`src/rtl/nvdla_rubik_rd_req_gen_pkg.sv`:
```
// Shared types and constants for the Rubik read-request generator.
package nvdla_rubik_rd_pkg;

    typedef enum logic [1:0] {
        IDLE  = 2'd0,
        REQ   = 2'd1,
        DRAIN = 2'd2,
        DONE  = 2'd3
    } rd_state_e;

    localparam int ATOM_BYTES = 32;
    localparam int ATOM_SHIFT = 5;

    // Request pd layout: {size, addr}; size counts atoms minus one.
    localparam int SIZE_W   = 15;
    localparam int ADDR_LSB = 0;
    localparam logic [SIZE_W-1:0] SIZE_1ATOM = 15'd0;
    localparam logic [SIZE_W-1:0] SIZE_2ATOM = 15'd1;

    function automatic int size_lsb(input int addr_w);
        return addr_w;
    endfunction

endpackage

```
`src/rtl/nvdla_rubik_rd_req_gen_if.sv`:
```
// DMA read-request channel: valid/ready handshake plus {size, addr} payload.
interface nvdla_rubik_rd_req_gen_if #(
    parameter int ADDR_W = 64
);
    logic                                     dma_rd_req_vld;
    logic                                     dma_rd_req_rdy;
    logic [ADDR_W+nvdla_rubik_rd_pkg::SIZE_W-1:0] dma_rd_req_pd;

    modport master (
        output dma_rd_req_vld,
        output dma_rd_req_pd,
        input  dma_rd_req_rdy
    );

    modport slave (
        input  dma_rd_req_vld,
        input  dma_rd_req_pd,
        output dma_rd_req_rdy
    );
endinterface

```
`src/rtl/nvdla_rubik_rd_req_gen_cdt_cnt.sv`:
```
// Latency-FIFO credit pool: take on request accept, give on response pop.
// Registered count, no added latency; a give at full saturates and is flagged.
module nvdla_rubik_rd_cdt_cnt #(
    parameter int LAT_DEPTH = 64,
    parameter int CNT_W     = $clog2(LAT_DEPTH + 1)
) (
    input  logic             nvdla_core_clk,
    input  logic             nvdla_core_rst,
    input  logic             take,
    input  logic             give,
    output logic [CNT_W-1:0] credits,
    output logic             empty,
    output logic             full
);
    localparam logic [CNT_W-1:0] CNT_MAX = CNT_W'(LAT_DEPTH);
    localparam logic [CNT_W-1:0] CNT_ONE = CNT_W'(1);

    always_ff @(posedge nvdla_core_clk) begin
        if (nvdla_core_rst) begin
            credits <= CNT_MAX;
        end else if (take && !give) begin
            credits <= credits - CNT_ONE;
        end else if (give && !take && !full) begin
            credits <= credits + CNT_ONE;
        end
    end

    assign empty = (credits == '0);
    assign full  = (credits == CNT_MAX);

    // A pop with every credit already home means the response side is out of sync.
    always_ff @(posedge nvdla_core_clk) begin
        if (!nvdla_core_rst && give && !take) begin
            assert (!full);
        end
    end

endmodule

```
`src/rtl/nvdla_rubik_rd_req_gen.sv`:
```
// Rubik read-request generator: walks a surface line by line issuing 1- or 2-atom DMA reads.
// Latency: first request valid the cycle after op_en; then one accept per cycle while rdy and credits allow.
// Backpressure: pd held until accepted; vld drops only when credits run out. Perf counters under RUBIK_RD_REQ_PERF_EN.
module nvdla_rubik_rd_req_gen
    import nvdla_rubik_rd_pkg::*;
#(
    parameter int ADDR_W    = 64,
    parameter int LAT_DEPTH = 64,
    parameter int WIDTH_W   = 13,
    parameter int HEIGHT_W  = 13
) (
    input  logic                    nvdla_core_clk,
    input  logic                    nvdla_core_rst,
    input  logic                    op_en,
    input  logic [ADDR_W-1:0]       cfg_base_addr,
    input  logic [31:0]             cfg_line_stride,
    input  logic [WIDTH_W-1:0]      cfg_width,
    input  logic [HEIGHT_W-1:0]     cfg_height,
    nvdla_rubik_rd_req_gen_if.master dma,
    input  logic                    rd_cdt_lat_fifo_pop,
    output logic                    op_busy,
    output logic                    op_done,
    output logic [31:0]             perf_req_stall,
    output logic [31:0]             perf_cdt_stall
);
    localparam int CNT_W    = $clog2(LAT_DEPTH + 1);
    localparam int SIZE_LSB = size_lsb(ADDR_W);
    localparam logic [WIDTH_W:0]    ATOMS_ONE = (WIDTH_W+1)'(1);
    localparam logic [WIDTH_W:0]    ATOMS_TWO = (WIDTH_W+1)'(2);
    localparam logic [HEIGHT_W-1:0] LINE_ONE  = HEIGHT_W'(1);

    rd_state_e             state;
    logic [ADDR_W-1:0]     line_addr;
    logic [ADDR_W-1:0]     atom_addr;
    logic [WIDTH_W:0]      atoms_left;
    logic [WIDTH_W-1:0]    width_q;
    logic [HEIGHT_W-1:0]   lines_left;
    logic [31:0]           stride_q;

    logic [CNT_W-1:0]      credits;
    logic                  cdt_empty;
    logic                  cdt_full;

    logic                  req_vld;
    logic                  accept;
    logic                  pair_ok;
    logic                  line_end;
    logic [SIZE_W-1:0]     req_size;
    logic [WIDTH_W:0]      req_step;
    logic [ADDR_W-1:0]     atom_inc;
    logic [ADDR_W-1:0]     next_line_addr;
    logic [ADDR_W-1:0]     base_al;
    logic [31:0]           stride_al;
    logic [ADDR_W+SIZE_W-1:0] req_pd;

    nvdla_rubik_rd_cdt_cnt #(
        .LAT_DEPTH (LAT_DEPTH),
        .CNT_W     (CNT_W)
    ) u_cdt (
        .nvdla_core_clk (nvdla_core_clk),
        .nvdla_core_rst (nvdla_core_rst),
        .take           (accept),
        .give           (rd_cdt_lat_fifo_pop),
        .credits        (credits),
        .empty          (cdt_empty),
        .full           (cdt_full)
    );

    assign base_al   = cfg_base_addr & ~ADDR_W'(ATOM_BYTES - 1);
    assign stride_al = cfg_line_stride & ~32'(ATOM_BYTES - 1);

    // A pair must start on a 64B boundary so it never straddles one.
    assign pair_ok        = !atom_addr[ATOM_SHIFT] && (atoms_left >= ATOMS_TWO);
    assign req_size       = pair_ok ? SIZE_2ATOM : SIZE_1ATOM;
    assign req_step       = pair_ok ? ATOMS_TWO : ATOMS_ONE;
    assign atom_inc       = pair_ok ? ADDR_W'(2 * ATOM_BYTES) : ADDR_W'(ATOM_BYTES);
    assign line_end       = (atoms_left == req_step);
    assign next_line_addr = line_addr + ADDR_W'(stride_q);

    assign req_vld = (state == REQ) && !cdt_empty;
    assign accept  = req_vld && dma.dma_rd_req_rdy;

    always_comb begin
        req_pd = '0;
        req_pd[ADDR_LSB +: ADDR_W] = atom_addr;
        req_pd[SIZE_LSB +: SIZE_W] = req_size;
    end

    assign dma.dma_rd_req_vld = req_vld;
    assign dma.dma_rd_req_pd  = req_pd;
    assign op_busy            = (state != IDLE);
    assign op_done            = (state == DONE);

    always_ff @(posedge nvdla_core_clk) begin
        if (nvdla_core_rst) begin
            state      <= IDLE;
            line_addr  <= '0;
            atom_addr  <= '0;
            atoms_left <= '0;
            width_q    <= '0;
            lines_left <= '0;
            stride_q   <= '0;
        end else begin
            case (state)
                IDLE: begin
                    if (op_en) begin
                        line_addr  <= base_al;
                        atom_addr  <= base_al;
                        width_q    <= cfg_width;
                        atoms_left <= {1'b0, cfg_width} + ATOMS_ONE;
                        lines_left <= cfg_height;
                        stride_q   <= stride_al;
                        state      <= REQ;
                    end
                end
                REQ: begin
                    if (accept) begin
                        if (!line_end) begin
                            atom_addr  <= atom_addr + atom_inc;
                            atoms_left <= atoms_left - req_step;
                        end else if (lines_left == '0) begin
                            state <= DRAIN;
                        end else begin
                            line_addr  <= next_line_addr;
                            atom_addr  <= next_line_addr;
                            atoms_left <= {1'b0, width_q} + ATOMS_ONE;
                            lines_left <= lines_left - LINE_ONE;
                        end
                    end
                end
                DRAIN: begin
                    if (cdt_full) begin
                        state <= DONE;
                    end
                end
                DONE:    state <= IDLE;
                default: state <= IDLE;
            endcase
        end
    end

    always_ff @(posedge nvdla_core_clk) begin
        if (!nvdla_core_rst) begin
            assert (credits <= CNT_W'(LAT_DEPTH));
        end
    end

`ifdef RUBIK_RD_REQ_PERF_EN
    logic [31:0] req_stall_cnt;
    logic [31:0] cdt_stall_cnt;

    always_ff @(posedge nvdla_core_clk) begin
        if (nvdla_core_rst) begin
            req_stall_cnt <= '0;
            cdt_stall_cnt <= '0;
        end else if ((state == IDLE) && op_en) begin
            req_stall_cnt <= '0;
            cdt_stall_cnt <= '0;
        end else begin
            if (req_vld && !dma.dma_rd_req_rdy && (req_stall_cnt != '1)) begin
                req_stall_cnt <= req_stall_cnt + 32'd1;
            end
            if ((state == REQ) && cdt_empty && (cdt_stall_cnt != '1)) begin
                cdt_stall_cnt <= cdt_stall_cnt + 32'd1;
            end
        end
    end

    assign perf_req_stall = req_stall_cnt;
    assign perf_cdt_stall = cdt_stall_cnt;
`else
    assign perf_req_stall = '0;
    assign perf_cdt_stall = '0;
`endif

endmodule

```
`src/flat_wrapper.sv`:
```
// flat-port wrapper written by rule: the top's interface ports become plain ports
module nvdla_rubik_rd_req_gen_flat import nvdla_rubik_rd_pkg::*;
#(
    parameter int ADDR_W    = 64,
    parameter int LAT_DEPTH = 64,
    parameter int WIDTH_W   = 13,
    parameter int HEIGHT_W  = 13
)
  (nvdla_core_clk, nvdla_core_rst, op_en, cfg_base_addr, cfg_line_stride, cfg_width, cfg_height, rd_cdt_lat_fifo_pop, op_busy, op_done, perf_req_stall, perf_cdt_stall, dma_dma_rd_req_vld, dma_dma_rd_req_pd, dma_dma_rd_req_rdy);
  nvdla_rubik_rd_req_gen_if #(.ADDR_W(ADDR_W)) dma_i ();
  input  logic nvdla_core_clk;
  input  logic nvdla_core_rst;
  input  logic op_en;
  input  logic [ADDR_W-1:0] cfg_base_addr;
  input  logic [31:0] cfg_line_stride;
  input  logic [WIDTH_W-1:0] cfg_width;
  input  logic [HEIGHT_W-1:0] cfg_height;
  input  logic rd_cdt_lat_fifo_pop;
  output logic op_busy;
  output logic op_done;
  output logic [31:0] perf_req_stall;
  output logic [31:0] perf_cdt_stall;
  output wire logic [$bits(dma_i.dma_rd_req_vld)-1:0] dma_dma_rd_req_vld;
  output wire logic [$bits(dma_i.dma_rd_req_pd)-1:0] dma_dma_rd_req_pd;
  input wire logic [$bits(dma_i.dma_rd_req_rdy)-1:0] dma_dma_rd_req_rdy;
  assign dma_dma_rd_req_vld = dma_i.dma_rd_req_vld;
  assign dma_dma_rd_req_pd = dma_i.dma_rd_req_pd;
  assign dma_i.dma_rd_req_rdy = dma_dma_rd_req_rdy;
  nvdla_rubik_rd_req_gen #(.ADDR_W(ADDR_W), .LAT_DEPTH(LAT_DEPTH), .WIDTH_W(WIDTH_W), .HEIGHT_W(HEIGHT_W)) u_core (.nvdla_core_clk(nvdla_core_clk), .nvdla_core_rst(nvdla_core_rst), .op_en(op_en), .cfg_base_addr(cfg_base_addr), .cfg_line_stride(cfg_line_stride), .cfg_width(cfg_width), .cfg_height(cfg_height), .dma(dma_i), .rd_cdt_lat_fifo_pop(rd_cdt_lat_fifo_pop), .op_busy(op_busy), .op_done(op_done), .perf_req_stall(perf_req_stall), .perf_cdt_stall(perf_cdt_stall));
endmodule
```
`config.mk`:
```
export PLATFORM = sky130hd
export DESIGN_NAME = nvdla_rubik_rd_req_gen_flat
export DESIGN_NICKNAME = d
export VERILOG_FILES = /design/src/rtl/nvdla_rubik_rd_req_gen_pkg.sv /design/src/rtl/nvdla_rubik_rd_req_gen_if.sv /design/src/rtl/nvdla_rubik_rd_req_gen_cdt_cnt.sv /design/src/rtl/nvdla_rubik_rd_req_gen.sv /design/src/flat_wrapper.sv
export SDC_FILE = /design/constraint.sdc
export NUM_CORES = 1
export LEC_CHECK = 0
export CORE_UTILIZATION = 49
export CTS_CLUSTER_SIZE = 24
export DETAILED_ROUTE_END_ITERATION = 8
export PLACE_DENSITY = 0.79
export SLEW_MARGIN = 20
export SYNTH_ARGS = -nofsm -noshare
export SYNTH_HDL_FRONTEND = slang
export SYNTH_SLANG_ARGS = --single-unit
export TNS_END_PERCENT = 1
```
`constraint.sdc`:
```
create_clock -name nvdla_core_clk -period 3.8 [get_ports nvdla_core_clk]
set_clock_uncertainty 0.1 [all_clocks]
set_input_delay 0.76 -clock nvdla_core_clk [delete_from_list [all_inputs] [get_ports nvdla_core_clk]]
set_output_delay 0.76 -clock nvdla_core_clk [all_outputs]
set_load 0.03 [all_outputs]
```
==> impl_metrics.yaml <==
status:
  outcome: "finished clean"
place:
  placement.io_buffers: 184
  dp_hpwl_mm: 35.01
  detailedPlace.worstSlack_ns: 0.02946
  placed_cells: 2486
  placed_area_um2: 16570
  final_weighted_congestion_in_routability_driven_placement: 0.9697
logic_synthesis:
  async_reset_ff_share_pct: 0
  synthAdderAreaFrac_pct: 4.122
  yosysWarnings: 0
  post_synth_xor_area_fraction_pct: 6.580
  synth-main-ff-cell: "dfxtp_1"
  synth.mux.area_fraction_pct: 1.492
  simple_gate_area_share_of_the_yosys_netlist_pct: 26.56
  synth_compound_area_share_pct: 24.82
  sequential_to_total_area_share_from_yosys_stat_pct: 26.91
  avgSynthCellArea_um2: 7.283
  synth_top_family_by_area: "simple AND/OR/NAND/NOR gates"
  syn_inst: 1992
  synth-seq-cells: 195
  synth.distinct_cells: 81
  synthesis.area_um2: 14510
  synth_enable_flop_cells: 0
floorplanning:
  dieWidth_um: 174.1
  start_util_pct: 50.14
  floorplan.core_area_um2: 28940
  io_pins: 273
  die_y_um: 174.1
  placementRows: 62
  design.die.area_um2: 30300
setup_path:
  setup.reg_to_reg.worst_slack_ns: 0.11
  r2r_start: "u_core.atoms_left[4]$_SDFFE_PP0P_"
  worst_setup_path_startpoint: "u_core.atoms_left[4]$_SDFFE_PP0P_"
  worst_path_max_delay_cell: "or4_1"
  category_of_the_worst_setup_path_launch_point: "register"
  required_ns: 4.09
  path_class: "reg2reg"
  critical_path.cell_chain: "or4_1 > or3_4 > nor2_4 > a21o_4 > inv_1 > ha_1 > a21o_1 > buf_4 > nand4_1 > or2_2 > nor2_1 > xor2_1 > nand2_1 > a31oi_1"
  rr_worst_depth: 14
  end_kind: "register"
  path_max_fanout: 7
  worst_path_largest_cell_delay_ns: 0.56
  capture_point_of_the_worst_reg_to_reg_path: "u_core.atom_addr[52]$_SDFFE_PP0P_"
  critPathCapture: "u_core.atom_addr[52]$_SDFFE_PP0P_"
  crit_arrival_ns: 3.98
clocking:
  number_of_buffers_inserted_for_hold_repair_after_clock_tree_synthesis: 0
  cts_tree: "built"
  clock_sinks: 195
  cts_buffers: 17
  clk_pin_slew_ns: 0.09
  max-clock-path-buffers: 2
  clock_tree.htree_level_count: 4
  insertion_delay_ns: 0.46
  clock_tree.root_cell: "clkbuf_16"
global_routing:
  first_global_vias: 14639
  grt_overflow_total: 0
  grt_start_max_net_pins: 181
  antenna_found_initial: 0
  global_route_wire_length_before_repair_mm: 76.98
  all_layer_global_routing_usage_pct: 31.42
final_layout:
  antenna_cells: 0
  layout_nets: 2300
  syn_to_final_growth_pct: 19.57
  final-instance-count-excl-fill: 2524
  layout.filler_cells: 2645
  fraction_of_final_layout_cells_sized_beyond_drive_strength_1_pct: 7.243
  design_area_um2: 17350
power:
  pwr_density_cell_nw_per_um2: 849.2
  ir_worst_vdd_uv: 557.7
  p_total_w: 0.01473
  power.leakage_nw: 6.444
timing:
  maxSlewHeadroom_pct: 27.17
  finalSetupViolations: 0
  tns_ns: 0
  tightestPinTransition_ns: 1.093
  timing.final.crit_share_pct: 97.04
  rsz0062_at_grt: "yes"
  hold_viol: 0
  post-route-min-period_ns: 3.687
  timing_limited_maximum_frequency_ghz: 0.2712
  post-route-worst-setup-slack_ns: 0.1126
  final_max_slew_viol_count: 0
detailed_routing:
  sum_of_routed_wire_length_over_all_layers_mm: 49.53
  antenna_violating_nets_post_route: 0
  wire_per_inst_um: 19.62
  first_iter_violations: 1688
  drt_drc_violations_left: 0
  vias_per_cell: 6.225
  detail_route.first_pass.iterations: 9
  routed-via-count: 15712
worst_hold_path:
  hold_path.class: "reg2reg"
run:
  drv.max_cap_violation_count: 0
where the power goes:
part / internal (W) / switching, W
Sequential: 0.00280 / 0.00108
Clock: 0.000902 / 0.00102
Combinational: 0.00343 / 0.00550
per-stage QoR:
step / hold slack [ns] / util (%)
floorplan: 0.3406 / -
global placement: 0.3545 / 57.28
detailed placement: 0.3582 / 57.28
CTS: 0.3715 / 59.41
global route: 0.3963 / 59.95
finish: 0.3684 / 59.95
layer usage:
metal	wire, µm	vias to the layer above	track usage [%]
met1	20260	7345	39.91
met2	22770	884	51.63
li1	-	7341	-
met5	0	-	0
met4	2006	0	14.36
met3	4492	142	5.687
cell type report:
type	count	area [µm²]	area share, %
well taps	384	480.5	2.770
clock inverters	15	187.7	1.082
multi-input cells	1609	9678	55.79
flip-flops and latches	195	3904	22.50
clock buffers	17	425.4	2.452
repair buffers	259	2502	14.43
inverters	45	168.9	0.9737
worst max-delay path, delay by kind of cell (launching register included):
family / cells / cell delay, ns
buf+inv: 2 / 0.25
compound gates: 3 / 0.52
fa+ha+maj: 1 / 0.31
xor+xnor: 1 / 0.16
simple gates: 7 / 1.96
flops: 1 / 0.32
cells in the final DEF (no fill, tap or decap), types with 8 or more instances in the layout:
cell type / n
dfxtp_1: 195
mux2i_1: 16
o21ai_1: 8
a21o_1: 18
nand3_1: 76
a211oi_1: 30
a21oi_1: 158
nand2_1: 286
o22ai_1: 10
inv_1: 44
o21a_1: 13
xnor2_1: 58
a31oi_1: 48
xor2_1: 51
and3_1: 33
nand3b_1: 8
a221oi_1: 8
nor4_1: 27
a311oi_1: 30
buf_4: 66
nand4b_1: 8
nor2_1: 151
nand4_1: 48
clkbuf_16: 17
o21ai_0: 95
nand2b_1: 10
ha_1: 40
or3_1: 28
conb_1: 78
nor3_1: 44
nor2b_1: 26
a22oi_1: 8
and2_1: 13
o211ai_1: 44
and4_1: 11
clkdlybuf4s50_1: 182
Yosys cell counts, drive strengths merged (6+ instances only):
cell type	number	share of area, %
nand2	287	7.4
dfxtp	195	27
a21oi	160	5.6
nor2	153	4.0
buf	125	5.8
o21ai	104	3.6
clkbuf	96	2.5
nand3	77	2.7
xnor2	58	3.5
xor2	51	3.1
a31oi	48	2.1
nand4	48	2.1
nor3	47	1.7
inv	44	1.1
o211ai	44	2.3
ha	43	3.7
and3	33	1.4
a211oi	30	1.6
a311oi	30	1.8
or3	30	1.3
nor4	29	1.3
nor2b	26	1.1
a21o	20	1.0
mux2i	16	1.1
and2	13	0.56
o21a	13	0.67
and4	12	0.72
o22ai	11	0.52
a221oi	10	0.65
nand2b	10	0.43
or4	9	0.49
a22oi	8	0.41
nand3b	8	0.41
nand4b	8	0.48
o21bai	7	0.36
o221ai	7	0.42
o31ai	6	0.31
o32ai	6	0.36
registers in the layout, indices dropped and copies added, names as in the netlist:
signal / count
u_core.width_q: 13
u_core.stride_q: 27
u_core.atom_addr: 60
u_core.lines_left: 13
u_core.u_cdt.credits: 7
u_core.line_addr: 59
u_core.atoms_left: 14
u_core.state: 2
kinds of logic after synthesis:
group           Yosys count
compound gates          554
other cells               1
fa+ha+maj                46
xor+xnor                109
simple gates            800
flops                   195
buf+inv                 266
mux                      21
worst min-delay path by stage:
stage / from / to / slack, ns / depth (start not counted)
after global routing: u_core.stride_q[5]$_SDFFE_PP0P_ / u_core.stride_q[5]$_SDFFE_PP0P_ / 0.40 / 2
after floorplan: u_core.stride_q[10]$_SDFFE_PP0P_ / u_core.stride_q[10]$_SDFFE_PP0P_ / 0.34 / 2
after CTS: u_core.stride_q[5]$_SDFFE_PP0P_ / u_core.stride_q[5]$_SDFFE_PP0P_ / 0.37 / 2
after detailed placement: u_core.stride_q[5]$_SDFFE_PP0P_ / u_core.stride_q[5]$_SDFFE_PP0P_ / 0.36 / 2
final: u_core.stride_q[5]$_SDFFE_PP0P_ / u_core.stride_q[5]$_SDFFE_PP0P_ / 0.37 / 2
after global placement: u_core.lines_left[1]$_SDFFE_PP0P_ / u_core.lines_left[1]$_SDFFE_PP0P_ / 0.35 / 2
what timing repair did:
item	CTS	global route
buffers inserted	0	5
cloned	0	1
pin swaps	0	5
resized for setup	1	19
setup endpoints to repair	1	75
endpoints found under the hold margin	0	0
No activity file was read; power rests on OpenSTA's default activity.
